`src/rtl/booth_mul_seq.sv`:
```
// booth_mul_seq: sequential radix-2 Booth multiplier, 32x32 signed -> 64-bit.
// One Booth step per clock; a full product takes 32 RUN cycles plus a
// one-cycle DONE strobe, then the unit returns to IDLE.
module booth_mul_seq (
    input  logic        Clock,
    input  logic        Clear,
    input  logic        start,
    input  logic [31:0] multiplicand,
    input  logic [31:0] multiplier,
    output logic        busy,
    output logic        done,
    output logic [31:0] z_low,
    output logic [31:0] z_high
);

    typedef enum logic [1:0] {
        IDLE,
        RUN,
        DONE
    } state_t;

    state_t      state;

    // The accumulator and multiplicand carry one guard bit so that
    // subtracting the most negative multiplicand cannot overflow.
    logic [32:0] acc;
    logic [32:0] m_reg;
    logic [31:0] q_reg;
    logic        qm1;
    logic [5:0]  count;

    logic [32:0] sum;
    logic [32:0] acc_shift;
    logic [31:0] q_shift;

    // Booth add/subtract on the {Q[0], Q-1} pair, then the arithmetic shift
    // of {A, Q} one place right with the accumulator sign replicated.
    always_comb begin
        sum = acc;
        case ({q_reg[0], qm1})
            2'b01:   sum = acc + m_reg;
            2'b10:   sum = acc - m_reg;
            default: sum = acc;
        endcase
        acc_shift = {sum[32], sum[32:1]};
        q_shift   = {sum[0], q_reg[31:1]};
    end

    // Control FSM with the datapath registers and registered status outputs.
    always_ff @(posedge Clock) begin
        if (Clear) begin
            state  <= IDLE;
            acc    <= '0;
            m_reg  <= '0;
            q_reg  <= '0;
            qm1    <= 1'b0;
            count  <= '0;
            z_low  <= '0;
            z_high <= '0;
            busy   <= 1'b0;
            done   <= 1'b0;
        end else begin
            case (state)
                IDLE: begin
                    done <= 1'b0;
                    if (start) begin
                        acc   <= '0;
                        q_reg <= multiplier;
                        qm1   <= 1'b0;
                        m_reg <= {multiplicand[31], multiplicand};
                        count <= '0;
                        busy  <= 1'b1;
                        state <= RUN;
                    end
                end
                RUN: begin
                    acc   <= acc_shift;
                    q_reg <= q_shift;
                    qm1   <= q_reg[0];
                    count <= count + 6'd1;
                    if (count == 6'd31) begin
                        z_high <= acc_shift[31:0];
                        z_low  <= q_shift;
                        busy   <= 1'b0;
                        done   <= 1'b1;
                        state  <= DONE;
                    end
                end
                DONE: begin
                    done  <= 1'b0;
                    state <= IDLE;
                end
                default: begin
                    busy  <= 1'b0;
                    done  <= 1'b0;
                    state <= IDLE;
                end
            endcase
        end
    end

endmodule

```
`config.mk`:
```
export PLATFORM = sky130hd
export DESIGN_NAME = booth_mul_seq
export DESIGN_NICKNAME = d
export VERILOG_FILES = /design/src/rtl/booth_mul_seq.sv
export SDC_FILE = /design/constraint.sdc
export NUM_CORES = 1
export LEC_CHECK = 0
export CORE_MARGIN = 5
export CORE_UTILIZATION = 49
export DETAILED_ROUTE_END_ITERATION = 6
export PLACE_DENSITY = 0.77
export SLEW_MARGIN = 30
export SYNTH_ARGS = -nofsm -noshare
export SYNTH_HDL_FRONTEND = slang
export SYNTH_SLANG_ARGS = --single-unit
export TNS_END_PERCENT = 50
```
`constraint.sdc`:
```
create_clock -name Clock -period 4.37 [get_ports Clock]
set_input_delay 0.6555 -clock Clock [delete_from_list [all_inputs] [get_ports Clock]]
set_output_delay 0.6555 -clock Clock [all_outputs]
set_load 0.1 [all_outputs]
```
Word level (Yosys, flattened, before mapping)
Index checks and enable logic that the tools add are counted.
- multiplexer cells: 15
- $add $sub $neg: 3
- bitwise operators: 2
- reduce and logical (&&, ||, !) cells: 8
- equality and inequality tests: 7
- operators with widths (cell ; count):
    33-bit case mux with 2 select lines ; 2
    32-bit case mux with 2 select lines ; 1
    33-bit adder ; 1
    33-bit 2-to-1 mux ; 1
    33-bit subtractor ; 1
    32-bit 2-to-1 mux ; 1
    6-bit case mux with 2 select lines ; 1
    2-bit AND reduction ; 4
    6-bit by 1-bit adder with 6-bit output, second input constant ; 1
    6-bit by 5-bit == test with 1-bit output, second input constant ; 1
    6-bit 2-to-1 mux ; 1
    2-bit by 1-bit == test with 1-bit output, second input constant ; 2
    2-bit == test, second input constant ; 2
    2-bit 2-to-1 mux ; 2
    2-bit != test, second input constant ; 2
    2-bit case mux with 2 select lines ; 1
    1-bit 2-to-1 mux ; 3
    1-bit case mux with 3 select lines ; 1
    3-bit AND reduction ; 1
    2-bit zero test ; 1
    1-bit inverter ; 2
    1-bit case mux with 2 select lines ; 1
    2-bit nonzero test ; 1
    2-bit OR reduction ; 1
- register bits: 172
- output and inout bits: 66
- logic and storage cells: 45

Depth between registers and ports, before layout
- depth in word-level cells: 3
- mapped depth: 20
- gate-level depth less buffers: 18

Least setup slack after synthesis
Ideal clock, no wire load.
- kind: reg2reg
- start point: register m_reg[5]
- end point: register acc[31]
- setup time: 0.074 ns
- period minus slack after synthesis: 4.327 ns
- cell stages (with the launch flop): 21
- path slack: 0.043 ns
- data required time: 4.296 ns
- arrival: 4.253 ns
- cell sequence: dfxtp_1 > buf_6 > or4_4 > nor3_2 > nand2_1 > nor2_1 > nand2_1 > or3_1 > and2_1 > xnor2_1 > ha_1 > clkbuf_1 > a21oi_1 > o21ai_0 > a2111oi_0 > nand3_1 > a41o_1 > o32ai_1 > and4bb_1 > or3_1 > o21ai_0
- word-level cells in the longest chain between the ends: 3
- ends and longest elaborated chain (element ; line ; text):
    from (decl) ; 27 ; logic [32:0] m_reg;
    from (signal assigned) ; 70 ; m_reg <= {multiplicand[31], multiplicand};
    33-bit subtractor / 33-bit adder (equally long branches) ; 42, 41 ;
    33-bit case mux with 2 select lines (*) ; 40 ; case ({q_reg[0], qm1})
    33-bit case mux with 2 select lines (*) ; 63 ; case (state)
    to (signal assigned) ; 77 ; acc <= acc_shift;
    to (decl) ; 26 ; logic [32:0] acc;
Every way passes the cells marked *; elsewhere a longest branch is shown, timed or not.
A chain may end at the register's enable or synchronous reset.

Worst setup path after layout
Same ends and word-level chain as after synthesis.

==> results.cfg <==
[logic_synthesis]
ys_seq_elements = 171
synth_top_area_share_pct = 38.8
async_flop_share_pct = 0
synth_simple_gate_area_share_pct = 25.0
ys_top_cells_by_area = dfxtp_1 39%, nand2_1 8.2%, nor2_1 7.7%
muxShareOfSynthArea_pct = 1.20
synth_compound_area_share_pct = 19.8
synth_top_area_cell = dfxtp_1
syn_inst = 1158
synth_edf_count = 0
synth_cell_types = 68
synthesis.area_mm2 = 0.00883
synth-xor-area-share_pct = 5.95
synthAdderAreaFrac_pct = 5.19
avgSynthCellArea_um2 = 7.62
synth_top_family_by_area = simple AND/OR/NAND/NOR gates
yosys_most_used_dff = dfxtp_1
yosysSeqAreaShare_pct = 38.8
synth_fp_nets = 1261
synth-warning-count = 0

[cells_and_area]
postLayoutCellArea_mm2 = 0.0110
layout-drive-gt1-share_pct = 6.79
syn_to_final_growth_pct = 24.3
n_antenna_cell = 0
nNetsFinal = 1357
final_core_util_pct = 61.5

[grt]
grt_pass1_vias = 7950
grt_max_degree = 71
overflow = 0
antenna_found_initial = 0
grt_pass1_wl_um = 38800
track_usage_pct = 22.9

[route]
ant_nets = 0
drc = 0
wl_um = 23900
vias_per_cell = 5.63
drt_iter0_drc = 561
dr.pass1.iters = 5
vias = 8416
post_drt_wl_per_cell_um = 16.0

[power_and_ir_drop]
p_leak_nw = 4.25
swShare_pct = 32.3
clkPwrFrac_pct = 37.2
p_int_mw = 2.86
p_per_area_mw_per_mm2 = 384
peakVddDrop_mv = 0.284
power_frac_seq_pct = 39.9
combPwrFrac_pct = 22.9
power_switching_mw = 1.36

[hold_path]
hold_end = z_high[30]$_SDFFE_PP0P_
min_path_cells = 2
min_from = z_high[30]$_SDFFE_PP0P_
hp-class = reg -> reg

[placement]
gp_congestion = 0.948
portBuffers = 132
placed_area_mm2 = 0.0103
dp_hpwl_um = 16700

[sta]
post-route-period-util_pct = 94.6
setup_viol = 0
relSlewSlack_pct = 31.8
worstMarginPinSlew_ns = 1.02
fin_crit_ns = 4.14
clock_skew_ns = 0.00954
finalMaxSlewViolations = 0
hold_viol = 0
max_freq_ghz = 0.242

[die]
dieWidth_um = 144
ioPinCount = 133
row_count = 49
die_h_um = 144
start_util_pct = 49.5
die-area_mm2 = 0.0208
core-area_mm2 = 0.0178

[outcome]
outcome = complete, no violations

[clock_network]
cts.clk_slew.worst_paths_ns = 0.07
cts_tree = built
insertion_delay_ns = 0.44
cts_inserted_buffers = 17
cts.sinks = 171
root_buffer = clkbuf_16
cts_buffer_depth = 2
cts_setup_buffers = 0
hold_buffers = 0
htreeDepth = 4

[critical_path]
r2r_slack_ns = 0.23
crit_fanout = 3
crit_path_start_kind = register
required_ns = 4.73
endpoint_kind = register
reg2reg_depth = 18
critPathArrivalTime_ns = 4.50
r2r-start = m_reg[5]$_SDFFE_PP0P_
r2r_end = acc[31]$_SDFFE_PP0P_
critPathKind = reg -> reg

[run]
max_cap_violations = 0
[worst max-delay path, stage by stage, from the launching register on]
cell and delay (ns):
dfxtp_1 0.32, or4_4 0.56, nor3_4 0.15, nand2_1 0.12
nor2_2 0.12, nand2_1 0.07, or3_1 0.37, and2_1 0.18
xnor2_1 0.12, ha_1 0.32, a21oi_2 0.20, o21ai_2 0.10
a2111oi_2 0.23, nand3_1 0.18, a41o_1 0.28, o32ai_1 0.10
and4bb_1 0.25, or3_1 0.30, o21ai_0 0.08
[repair_timing]
item	4_1_cts	5_1_grt
pin swaps	2	3
endpoints found under the setup margin	2	8
gates resized for setup	2	6
[power by group through the flow]
stage	clock network, mW	logic [mW]	registers [mW]
detailed placement	0	0.949	1.72
finish	1.57	0.968	1.68
global route	1.65	1.07	1.69
global placement	0	0.937	1.71
floorplan	0	0.695	1.71
CTS	1.58	0.956	1.68
[cell families (layout without fill, tap and decap cells)]
| kind of cell | count (synthesis) | in the layout |
|---|---|---|
| simple gates | 504 | 504 |
| xor+xnor | 60 | 60 |
| mux | 10 | 10 |
| compound gates | 282 | 282 |
| flops | 171 | 171 |
| fa+ha+maj | 36 | 36 |
| buf+inv | 95 | 204 |
[layer usage]
metal / routed length [µm] / GRT usage, % / up-vias
li1: - / - / 4202
met1: 10700 / 30.5 / 3987
met2: 11600 / 37.8 / 187
met3: 1020 / 3.77 / 40
met4: 561 / 7.85 / 0
met5: 0 / 0 / -
[worst max path at each step]
| stage | start | to | slack, ns | cells after the start |
|---|---|---|---|---|
| after floorplan | m_reg[5]$_SDFFE_PP0P_ | acc[31]$_SDFFE_PP0P_ | 0.04 | 20 |
| after global placement | m_reg[5]$_SDFFE_PP0P_ | acc[31]$_SDFFE_PP0P_ | 0.08 | 18 |
| after detailed placement | m_reg[5]$_SDFFE_PP0P_ | acc[31]$_SDFFE_PP0P_ | -0.06 | 18 |
| after CTS | m_reg[5]$_SDFFE_PP0P_ | acc[31]$_SDFFE_PP0P_ | 0.04 | 18 |
| after global routing | m_reg[5]$_SDFFE_PP0P_ | z_high[31]$_SDFFE_PP0P_ | -0.02 | 18 |
| final | m_reg[5]$_SDFFE_PP0P_ | acc[31]$_SDFFE_PP0P_ | 0.23 | 18 |
[stage by stage]
stage	setup TNS (ns)	worst slack [ns]	total power, mW	std cells	hold WS [ns]
6_report	0	0.234	4.22	1496	0.456
4_1_cts	0	0.0447	4.22	1496	0.457
2_1_floorplan	0	0.0426	2.40	1158	0.441
5_1_grt	-0.0397	-0.0215	4.41	1496	0.469
3_5_place_dp	-0.111	-0.0623	2.66	1464	0.447
3_3_place_gp	0	0.0835	2.65	1464	0.435
[cell type report]
cell class,count,area (µm²)
inverter,18,67.6
multi-input combinational,892,5090
clock inverter,15,198
sequential,171,3420
fill,1592,6870
timing repair buffer,154,1480
clock buffer,17,425
tap,229,287
[synthesized netlist by cell type, types with 5 or more instances]
cell type  count
nand2b_1       8
or3_1          5
o21bai_1       5
a22o_1        21
a21o_1        13
nand3_1       12
o31ai_1        5
nor2_1       181
inv_1         17
dfxtp_1      171
xnor2_1       43
xor2_1        17
clkbuf_1      71
o21ai_0       49
mux2i_1        5
o21a_1         6
a31oi_1        9
mux2_2         5
nor3_1        33
a211oi_1      12
nor4_1        35
nor2b_1        7
ha_1          35
a21oi_1      125
nand2_1      194
[layout by cell type (no fill, tap or decap), types with 3 or more instances in the layout]
| master | n |
|---|---|
| a211oi_1 | 12 |
| a21o_1 | 13 |
| a21oi_1 | 124 |
| a22o_1 | 21 |
| a31oi_1 | 9 |
| a32oi_1 | 3 |
| and2_1 | 3 |
| and3_1 | 4 |
| buf_4 | 23 |
| clkbuf_16 | 17 |
| clkdlybuf4s50_1 | 130 |
| clkinv_8 | 5 |
| dfxtp_1 | 171 |
| ha_1 | 34 |
| inv_1 | 17 |
| inv_6 | 5 |
| inv_8 | 3 |
| mux2_2 | 5 |
| mux2i_1 | 5 |
| nand2_1 | 194 |
| nand2b_1 | 7 |
| nand3_1 | 12 |
| nand3b_1 | 4 |
| nand4_1 | 4 |
| nor2_1 | 177 |
| nor2b_1 | 6 |
| nor3_1 | 33 |
| nor4_1 | 35 |
| o211ai_1 | 4 |
| o21a_1 | 6 |
| o21ai_0 | 48 |
| o21bai_1 | 5 |
| o31ai_1 | 5 |
| or2_2 | 3 |
| or3_1 | 5 |
| xnor2_1 | 43 |
| xor2_1 | 17 |
No activity file was read; power rests on OpenSTA's default activity.
